--- config.mk ---
export PLATFORM = sky130hd
export DESIGN_NAME = modn_sync_counter
export DESIGN_NICKNAME = d
export VERILOG_FILES = /design/src/rtl/modn_pkg.sv /design/src/rtl/modn_prescaler.sv /design/src/rtl/modn_sync_counter.sv
export SDC_FILE = /design/constraint.sdc
export NUM_CORES = 1
export LEC_CHECK = 0
export ABC_AREA = 1
export ABC_CLOCK_PERIOD_IN_PS = 1400
export CAP_MARGIN = 20
export CELL_PAD_IN_SITES_DETAIL_PLACEMENT = 1
export CELL_PAD_IN_SITES_GLOBAL_PLACEMENT = 1
export CORE_MARGIN = 2
export CORE_UTILIZATION = 30
export DETAILED_ROUTE_END_ITERATION = 12
export PLACE_DENSITY_LB_ADDON = 0.1
export SKIP_LAST_GASP = 1
export SLEW_MARGIN = 20
export SYNTH_ARGS = -nofsm -noshare
export SYNTH_HDL_FRONTEND = slang
export SYNTH_SLANG_ARGS = --single-unit
--- constraint.sdc ---
create_clock -name clk -period 1.4 [get_ports clk]
set_input_delay 0.28 -clock clk [delete_from_list [all_inputs] [get_ports clk]]
set_output_delay 0.28 -clock clk [all_outputs]
set_load 0.01 [all_outputs]
--- src/rtl/modn_pkg.sv ---
// Shared definitions for the modulo-N counter: default sizing, Gray conversion
// and the parameter legality check used at elaboration.
package modn_pkg;

    localparam int DEFAULT_MODULUS = 6;
    localparam int DEFAULT_WIDTH   = 4;

    // Callers truncate the result to their own width; the upper bits stay zero.
    function automatic logic [31:0] bin2gray(input logic [31:0] b);
        return b ^ (b >> 1);
    endfunction

    function automatic bit modn_legal(input int modulus, input int width);
        return (modulus >= 2) && (longint'(modulus) <= (longint'(1) << width));
    endfunction

endpackage

--- src/rtl/modn_prescaler.sv ---
// Divides the count enable by PRESCALE: tick fires on the last enabled cycle
// of each PRESCALE-long phase; sync_zero restarts the phase.
module modn_prescaler #(
    parameter int PRESCALE = 1
) (
    input  logic clk,
    input  logic rst,
    input  logic en,
    input  logic sync_zero,
    output logic tick
);

    localparam int PW = (PRESCALE > 1) ? $clog2(PRESCALE) : 1;
    localparam logic [PW-1:0] LAST = PW'(PRESCALE - 1);

    logic [PW-1:0] cnt;

    assign tick = en && (cnt == LAST);

    always_ff @(posedge clk or negedge rst) begin
        if (!rst) begin
            cnt <= '0;
        end else if (sync_zero || tick) begin
            cnt <= '0;
        end else if (en) begin
            cnt <= cnt + PW'(1);
        end
    end

endmodule

--- src/rtl/modn_sync_counter.sv ---
// Parametrised modulo-N up/down counter with prescaler, clear, load and
// terminal-count strobe. Define MODN_GRAY_OUT_EN to add the registered y_gray output.
module modn_sync_counter
    import modn_pkg::*;
#(
    parameter int MODULUS  = DEFAULT_MODULUS,
    parameter int WIDTH    = DEFAULT_WIDTH,
    parameter int PRESCALE = 1
) (
    input  logic             clk,
    input  logic             rst,
    input  logic             clr,
    input  logic             load,
    input  logic [WIDTH-1:0] load_val,
    input  logic             en,
    input  logic             up_dn,
    output logic [WIDTH-1:0] y,
    output logic             tc,
    output logic             load_err
`ifdef MODN_GRAY_OUT_EN
    ,
    output logic [WIDTH-1:0] y_gray
`endif
);

    generate
        if (!modn_legal(MODULUS, WIDTH) || PRESCALE < 1) begin : g_bad_params
            $error("modn_sync_counter: illegal MODULUS/WIDTH/PRESCALE combination");
        end
    endgenerate

    // One extra bit so MODULUS == 2**WIDTH is representable in comparisons.
    localparam logic [WIDTH:0]   MOD_W = (WIDTH + 1)'(MODULUS);
    localparam logic [WIDTH-1:0] Y_MAX = WIDTH'(MODULUS - 1);

    logic             load_ok;
    logic             y_oob;
    logic             presc_en;
    logic             presc_zero;
    logic             tick;
    logic [WIDTH-1:0] y_next;
    logic             err_next;

    assign load_ok    = ({1'b0, load_val} < MOD_W);
    assign y_oob      = ({1'b0, y} >= MOD_W);
    // Clear or any load suspends the prescaler; only a legal load restarts it.
    assign presc_en   = en && !clr && !load;
    assign presc_zero = clr || (load && load_ok);

    modn_prescaler #(
        .PRESCALE (PRESCALE)
    ) u_prescaler (
        .clk       (clk),
        .rst       (rst),
        .en        (presc_en),
        .sync_zero (presc_zero),
        .tick      (tick)
    );

    assign tc = tick && (up_dn ? (y == Y_MAX) : (y == '0));

    always_comb begin
        y_next   = y;
        err_next = 1'b0;
        if (clr) begin
            y_next = '0;
        end else if (load) begin
            if (load_ok) begin
                y_next = load_val;
            end else begin
                err_next = 1'b1;
            end
        end else if (tick) begin
            if (y_oob) begin
                y_next = '0;
            end else if (up_dn) begin
                y_next = (y == Y_MAX) ? '0 : y + WIDTH'(1);
            end else begin
                y_next = (y == '0) ? Y_MAX : y - WIDTH'(1);
            end
        end
    end

    always_ff @(posedge clk or negedge rst) begin
        if (!rst) begin
            y        <= '0;
            load_err <= 1'b0;
        end else begin
            y        <= y_next;
            load_err <= err_next;
        end
    end

`ifdef MODN_GRAY_OUT_EN
    always_ff @(posedge clk or negedge rst) begin
        if (!rst) begin
            y_gray <= '0;
        end else begin
            y_gray <= WIDTH'(bin2gray(32'(y_next)));
        end
    end
`endif

endmodule

==> impl_metrics.json, run 1 <==
{
  "status": "complete, but fails checks",
  "violations": "setup timing",
  "gr-usage-met3_pct": 4.80,
  "root_buffer": "clkbuf_4",
  "numClockSinks": 6,
  "p_leak_nw": 0.492,
  "fin_hold_ws_ps": 287,
  "synth.area.top_cells": "dfrtp_1 (29%), ha_1 (12%), nand2_1 (7.4%)",
  "nNetsFinal": 132,
  "clockPowerShare_pct": 20.0,
  "cp-end-kind": "output pin",
  "ys_seq_elements": 6,
  "syn_nets": 85,
  "worstPathRequired_ps": 1120,
  "port-buffer-count": 15,
  "grt_pass1_wl_um": 3050,
  "netSwitchingPower_uw": 334,
  "slew_viol_final": 0,
  "place_congestion": 0.841,
  "route.detailed.drc": 0,
  "swShare_pct": 37.0,
  "ys_seq_area_share_pct": 29.5,
  "final_layout_size_suffix_gt1_share_pct": 50.0,
  "grt_max_degree": 7,
  "drt_wl_total_um": 2190,
  "drt_iter0_markers": 7,
  "vias": 676,
  "p_int_uw": 570,
  "placed_area_um2": 826,
  "rsz0062_at_grt": "true",
  "first_pass_iters": 4,
  "clockBufferDepth": 2,
  "synth_area_leader_cell": "dfrtp_1",
  "cts_buffers": 3,
  "powerDensity_nw_per_um2": 899,
  "rows": 14,
  "combPwrFrac_pct": 56.1,
  "synth.cell_area_um2": 509,
  "setup_viol": 4,
  "ant_nets": 0,
  "synth_top_area_share_pct": 29.5,
  "antenna_found_initial": 0,
  "cp.arrival_ps": 1400,
  "post-dp-hpwl_um": 1400,
  "worst_slew_pin_slew_ps": 324,
  "clk_latency_ps": 250,
  "die-area_um2": 2040,
  "path_clk_slew_ps": 50,
  "period_needed_ps": 1680,
  "syn_avg_cell_area_um2": 7.27,
  "crit_fanout": 4,
  "relSlewSlack_pct": 78.3,
  "start_util_pct": 33.0,
  "ios": 16,
  "syn-instance-count": 70,
  "max-vdd-ir-drop_uv": 542,
  "busiest_layer": "met2",
  "hold_class": "in2async",
  "cts_hold_buf": 0,
  "skew_ps": 5.05,
  "die_w_um": 45.2,
  "routed_via_density": 5.12,
  "use_met2_pct": 40.6,
  "core-area_um2": 1540,
  "path_class": "reg2out",
  "wl_per_cell_um": 16.6,
  "p_seq_share_pct": 23.9,
  "grt_overflow": 0,
  "cap_violations": 0,
  "period_share_pct": 120,
  "stdcell_area_um2": 1010,
  "finalHoldViolations": 0,
  "netlist-cell-type-count": 18,
  "yosys_warnings": 0,
  "cts_max_level": 1,
  "die_h_um": 45.2,
  "n_antenna_cell": 0,
  "start_kind": "flop",
  "met1_usage_pct": 24.0,
  "cts_tree": "yes",
  "first_global_vias": 663,
  "setup_ws_ps": -278,
  "clock.fmax_mhz": 596,
  "area_delta_synth_final_pct": 97.5,
  "grt_use_total_pct": 22.6
}
==> power groups by stage <==
stage | Sequential, mW | Clock [mW] | Combinational [mW]
after detailed placement | 0.215 | 0 | 0.379
after global placement | 0.214 | 0 | 0.362
after CTS | 0.216 | 0.190 | 0.430
after floorplan | 0.225 | 0 | 0.157
after global routing | 0.219 | 0.197 | 0.542
final | 0.216 | 0.181 | 0.507
==> cell usage after synthesis <==
cell type	count
nand2_1	10
inv_1	9
nor2_1	7
dfrtp_1	6
nand3_1	6
a21oi_1	5
ha_1	5
nand4_1	5
inv_2	3
nand2_2	2
nor2_4	2
nor3_1	2
o21ai_0	2
xnor2_1	2
a21oi_2	1
a22oi_1	1
buf_4	1
o21ai_1	1
==> state kept, by name, indices dropped and copies added, names as in the netlist <==
| signal | flops |
|---|---|
| u_prescaler.cnt | 1 |
| y | 4 |
| load_err | 1 |
==> per-stage QoR <==
stage                     setup WS [ps]  instances  setup TNS (ps)  util, %  power, mW
after floorplan                    1.83         70               0        -      0.382
after global placement             -649        120           -1460     53.6      0.576
after detailed placement           -730        120           -1590     53.6      0.594
after CTS                          -244        129            -570     60.8      0.836
after global routing               -336        132            -835     65.3      0.958
final                              -278        132            -554     65.3      0.905
==> critical path, stage by stage (launching register included) <==
cell	delay [ps]
dfrtp_2	450
buf_12	140
ha_4	150
nand4_1	100
nand2_1	80
inv_2	70
nor2_2	30
buf_2	130
==> path summary, 6_finish.rpt <==
check | slack (ps) | end | from | depth (start not counted)
max | -280 | tc | y[0] | 7
min reg2reg | 530 | u_prescaler.cnt | u_prescaler.cnt | 2
min in group clk | 530 | u_prescaler.cnt | u_prescaler.cnt | 2
min | 290 | y[2] | rst | 1
max reg2reg | -180 | y[1] | y[0] | 7
max in group asynchronous | 850 | y[0] | rst | 1
==> routing by layer <==
layer	share of wire [%]	vias up
met5	0	-
met4	5.4	0
met3	4.7	12
met2	53	28
met1	37	313
li1	-	323
==> final cells by class <==
| class | instances | area [um^2] |
|---|---|---|
| repair buffers | 43 | 375 |
| inverters | 12 | 47.5 |
| multi-input cells | 51 | 384 |
| fillers | 191 | 536 |
| flip-flops and latches | 6 | 153 |
| well taps | 16 | 20.0 |
| clock buffers | 4 | 26.3 |
==> cell usage in the layout (no fill, tap or decap) <==
cell / n
nor2_2: 3
nor2_4: 3
o21ai_1: 1
dfrtp_2: 2
nor3_1: 1
buf_6: 2
inv_2: 5
buf_2: 1
nand2_2: 4
a22oi_2: 1
nand4_1: 5
buf_12: 1
xnor2_1: 2
dfrtp_1: 4
buf_4: 25
clkbuf_1: 1
dlymetal6s2s_1: 1
dlygate4sd2_1: 2
ha_1: 2
nand2_1: 8
clkdlybuf4s50_1: 8
inv_1: 6
nand3_2: 2
ha_4: 3
nand3_1: 4
o21ai_0: 2
a21oi_1: 5
clkdlybuf4s15_1: 3
nor3_2: 1
inv_4: 1
clkbuf_4: 3
a21oi_2: 1
nor2_1: 3
==> kinds of logic after synthesis <==
kind of cell | count (synthesis) | synth area share [%]
simple gates | 34 | 33.4
fa+ha+maj | 5 | 12.3
compound gates | 10 | 11.1
buf+inv | 13 | 10.3
xor+xnor | 2 | 3.44
flops | 6 | 29.5
==> what timing repair did <==
item,CTS,global route
setup endpoints to repair,9,7
buffers inserted,7,4
pin swaps,8,8
resized for setup,25,10
(Power assumes the default switching activity.)
==> inputs of run 2 (changes only) <==
--- a/config.mk
+++ b/config.mk
@@ -10,10 +10,11 @@
 export CAP_MARGIN = 20
 export CELL_PAD_IN_SITES_DETAIL_PLACEMENT = 1
 export CELL_PAD_IN_SITES_GLOBAL_PLACEMENT = 1
-export CORE_MARGIN = 2
+export CORE_MARGIN = 3
 export CORE_UTILIZATION = 30
 export DETAILED_ROUTE_END_ITERATION = 12
 export PLACE_DENSITY_LB_ADDON = 0.1
+export REMOVE_ABC_BUFFERS = 1
 export SKIP_LAST_GASP = 1
 export SLEW_MARGIN = 20
 export SYNTH_ARGS = -nofsm -noshare
==> impl_metrics.json, run 2 (synthesis gave the netlist of run 1 again) <==
{
  "fin_cells": 125,
  "fin_hold_ws_ps": 279,
  "first_global_vias": 618,
  "start_util_pct": 32.7,
  "die_w_um": 47.2,
  "vias": 637,
  "numClockSinks": 6,
  "rows": 14,
  "n_antenna_cell": 0,
  "cts_buffers": 3,
  "grt_pass1_wl_um": 2870,
  "cts_hold_buf": 0,
  "setup_ws_ps": -324,
  "post-dp-hpwl_um": 1330,
  "routed_via_density": 5.10,
  "cp.arrival_ps": 1440,
  "p_leak_nw": 0.463,
  "worst_r2r_path_depth": 10,
  "clk_latency_ps": 250,
  "power_uw": 850,
  "wl_per_cell_um": 16.1,
  "die_h_um": 47.2,
  "drt_wl_total_um": 2010,
  "placed_area_um2": 807,
  "antenna_found_initial": 0,
  "finalHoldViolations": 0,
  "p_int_uw": 525,
  "ant_nets": 0,
  "regMostFlops": "y",
  "area_delta_synth_final_pct": 87.2,
  "largestRegisters": "y (4), load_err (1), u_prescaler.cnt (1)",
  "period_needed_ps": 1720,
  "netSwitchingPower_uw": 326,
  "port-buffer-count": 15,
  "setup_viol": 3,
  "path_class": "reg2out",
  "clockBufferDepth": 2,
  "status": "complete, but fails checks",
  "period_share_pct": 123,
  "relSlewSlack_pct": 79.9,
  "hold_class": "in2async",
  "route.detailed.drc": 0,
  "largest_register_ffs": 4,
  "clockPowerShare_pct": 20.3,
  "combPwrFrac_pct": 54.8,
  "path_clk_slew_ps": 50,
  "cp-end-kind": "output pin",
  "cap_violations": 0,
  "clock.fmax_mhz": 580,
  "ios": 16,
  "layout_common_cells": "buf_4 (20), nand2_1 (10), clkdlybuf4s50_1 (9)",
  "first_pass_iters": 6,
  "grt_use_total_pct": 19.3,
  "grt_overflow": 0,
  "powerDensity_nw_per_um2": 892,
  "rr_startpoint": "y[0]",
  "grt_max_degree": 7,
  "placed_cells": 118,
  "violations": "setup timing",
  "rsz0062_at_grt": "true",
  "p_seq_share_pct": 24.9,
  "nNetsFinal": 126,
  "die-area_um2": 2230,
  "core-area_um2": 1560,
  "rr_endpoint": "y[3]",
  "stdcell_area_um2": 953,
  "r2r_slack_ps": -30,
  "max-vdd-ir-drop_uv": 568,
  "cts_max_level": 1,
  "crit_fanout": 4,
  "place_congestion": 0.797,
  "cts_tree": "yes",
  "fillers": 195,
  "drt_iter0_markers": 10,
  "worst_slew_pin_slew_ps": 301,
  "slew_viol_final": 0,
  "start_kind": "flop",
  "skew_ps": 1.06,
  "swShare_pct": 38.3,
  "final_layout_size_suffix_gt1_share_pct": 46.8,
  "worstPathRequired_ps": 1120,
  "root_buffer": "clkbuf_4",
  "final_common_cell": "buf_4"
}
==> run 2: worst max-delay path by stage <==
stage / start / end / slack [ps]
floorplan: y[1] / tc / -70
global placement: up_dn / tc / -560
detailed placement: en / tc / -610
CTS: y[1] / tc / -260
global route: y[1] / tc / -390
finish: y[1] / tc / -320
==> run 2: critical path: stages, from the launching register on <==
cell and delay (ps):
dfrtp_1 390, inv_2 140, ha_4 150, nand4_1 130
nand2_1 120, inv_2 50, nor2_1 70, buf_2 130
==> run 2: what timing repair did <==
item | 4_1_cts | 5_1_grt
endpoints found under the setup margin | 9 | 8
resized for setup | 31 | 6
pin swaps | 7 | 8
setup buffers | 3 | 3
==> run 2: final cells by class <==
class	count	area [um^2]	share of cell area, %
multi-input cells	51	402	42.1
repair buffers	37	313	32.8
flip-flops and latches	6	151	15.9
inverters	12	45.0	4.72
clock buffers	3	22.5	2.36
well taps	16	20.0	2.10
==> run 2: power groups by stage <==
stage | Combinational, mW | Sequential, mW | Clock [mW]
finish | 0.466 | 0.211 | 0.172
global route | 0.502 | 0.213 | 0.188
global placement | 0.345 | 0.211 | 0
floorplan | 0.142 | 0.230 | 0
detailed placement | 0.354 | 0.212 | 0
CTS | 0.416 | 0.210 | 0.166
==> run 2: per-layer routing <==
metal,global-route usage [%],wire [um],up-vias
li1,-,-,310
met1,23.1,906,307
met2,30.6,1010,16
met3,7.66,78,4
met4,8.29,20,0
met5,0,0,-
==> run 2: per-stage QoR <==
step,setup WS [ps],setup TNS [ps],util [%]
2_1_floorplan,-66.5,-66.5,-
3_3_place_gp,-556,-1580,51.8
3_5_place_dp,-612,-1750,51.8
4_1_cts,-257,-569,58.9
5_1_grt,-393,-631,61.2
6_report,-324,-373,61.2
==> inputs of run 3 (changes only) <==
--- a/config.mk
+++ b/config.mk
@@ -10,7 +10,6 @@
 export CAP_MARGIN = 20
 export CELL_PAD_IN_SITES_DETAIL_PLACEMENT = 1
 export CELL_PAD_IN_SITES_GLOBAL_PLACEMENT = 1
-export CORE_MARGIN = 3
 export CORE_UTILIZATION = 30
 export DETAILED_ROUTE_END_ITERATION = 12
 export PLACE_DENSITY_LB_ADDON = 0.1
==> impl_metrics.json, run 3 (synthesis gave the netlist of run 1 again) <==
{
  "status": "complete, but fails checks",
  "violations": "setup timing",
  "worst_slew_pin_slew_ps": 303,
  "core-area_um2": 1540,
  "clock.fmax_mhz": 552,
  "stdcell_area_um2": 1010,
  "largestRegisters": "y (4), load_err (1), u_prescaler.cnt (1)",
  "power_uw": 867,
  "cp-end-kind": "output pin",
  "path_clk_slew_ps": 50,
  "grt_use_total_pct": 23.7,
  "layout_common_cells": "buf_4 (24), clkdlybuf4s50_1 (10), nand2_1 (9)",
  "final_layout_size_suffix_gt1_share_pct": 51.3,
  "die_w_um": 43.2,
  "slowest_delay_ps": 390,
  "ant_nets": 0,
  "critPathMostFrequentCell": "inv_2",
  "rr_endpoint": "y[3]",
  "period_needed_ps": 1810,
  "drt_wl_total_um": 2070,
  "skew_ps": 4.69,
  "rsz0062_at_grt": "true",
  "fin_cells": 129,
  "setup_viol": 4,
  "antenna_found_initial": 0,
  "root_buffer": "clkbuf_4",
  "n_antenna_cell": 0,
  "relSlewSlack_pct": 79.8,
  "period_share_pct": 130,
  "cts_max_level": 1,
  "first_pass_iters": 3,
  "drt_iter0_markers": 3,
  "r2r_slack_ps": -60,
  "wl_per_cell_um": 16.1,
  "seq_area_um2": 151,
  "largest_register_ffs": 4,
  "worst_r2r_path_depth": 10,
  "worstPathRequired_ps": 1120,
  "start_kind": "flop",
  "place_congestion": 0.751,
  "rr_startpoint": "y[0]",
  "setup_ws_ps": -413,
  "crit_fanout": 3,
  "slew_viol_final": 0,
  "cts_tree": "yes",
  "clk_latency_ps": 250,
  "ios": 16,
  "cp_slowest_cell": "dfrtp_1",
  "hold_class": "in2async",
  "dp_worst_setup_slack_ps": -666,
  "route.detailed.drc": 0,
  "placed_area_um2": 815,
  "fillers": 174,
  "regMostFlops": "y",
  "cp.arrival_ps": 1530,
  "placed_cells": 119,
  "grt_pass1_wl_um": 3170,
  "nNetsFinal": 130,
  "first_global_vias": 673,
  "routed_via_density": 5.05,
  "fin_util_pct": 65.3,
  "worstPathCellList": "inv_2 > ha_4 > nand4_1 > nand2_1 > inv_2 > nor2_1 > buf_2",
  "clockBufferDepth": 2,
  "cap_violations": 0,
  "rows": 14,
  "vias": 652,
  "area_delta_synth_final_pct": 97.5,
  "cts_buffers": 3,
  "numClockSinks": 6,
  "powerDensity_nw_per_um2": 862,
  "grt_max_degree": 7,
  "die_h_um": 43.2,
  "max-vdd-ir-drop_uv": 682,
  "finalHoldViolations": 0,
  "die-area_um2": 1870,
  "multi_input_area_um2": 424,
  "post-dp-hpwl_um": 1320,
  "path_class": "reg2out",
  "port-buffer-count": 15,
  "grt_overflow": 0,
  "p_leak_nw": 0.471,
  "start_util_pct": 33.0,
  "final_common_cell": "buf_4"
}
-- run 3: stage by stage --
step / setup TNS [ps] / hold slack [ps]
floorplan: -66.5 / -15.6
global placement: -1450 / 545
detailed placement: -1720 / 554
CTS: -301 / 291
global route: -784 / 307
finish: -534 / 287
-- run 3: worst max-delay path by stage --
stage / from / end / slack [ps]
after global placement: up_dn / tc / -620
after global routing: y[1] / tc / -470
after CTS: y[1] / tc / -230
final: y[1] / tc / -410
after detailed placement: up_dn / tc / -670
after floorplan: y[1] / tc / -70
-- run 3: critical path: cells and delay by family, from the launching register on --
kind                     cells  cell delay (ps)
adder cells (fa/ha/maj)      1              140
buffers and inverters        3              320
flip-flops                   1              390
AND/OR/NAND/NOR              3              440
-- run 3: timing repair --
action                     CTS  global route
setup endpoints to repair    9             7
pin swaps                    9            15
setup buffers                5             5
hold buffers                 0             0
gates cloned                 0             0
gates resized for setup     20            18
-- run 3: routing by layer --
| layer | up-vias | wire (um) | global-route usage [%] |
|---|---|---|---|
| li1 | 320 | - | - |
| met1 | 323 | 877 | 30.1 |
| met2 | 7 | 1160 | 40.6 |
| met3 | 2 | 30 | 1.28 |
| met4 | 0 | 10 | 10.9 |
| met5 | - | 0 | 0 |
-- run 3: layout make-up --
| cell class | count | share of cell area, % |
|---|---|---|
| Multi-Input combinational cell | 51 | 42.2 |
| Timing Repair Buffer | 41 | 34.1 |
| Tap cell | 16 | 1.99 |
| Inverter | 12 | 4.48 |
| Sequential cell | 6 | 15.0 |
| Clock buffer | 3 | 2.24 |
-- run 3: power breakdown --
| part | internal [mW] | total, mW | switching [mW] |
|---|---|---|---|
| logic | 0.250 | 0.493 | 0.243 |
| clock network | 0.0971 | 0.162 | 0.0648 |
| registers | 0.194 | 0.212 | 0.0183 |
| total | 0.541 | 0.867 | 0.326 |
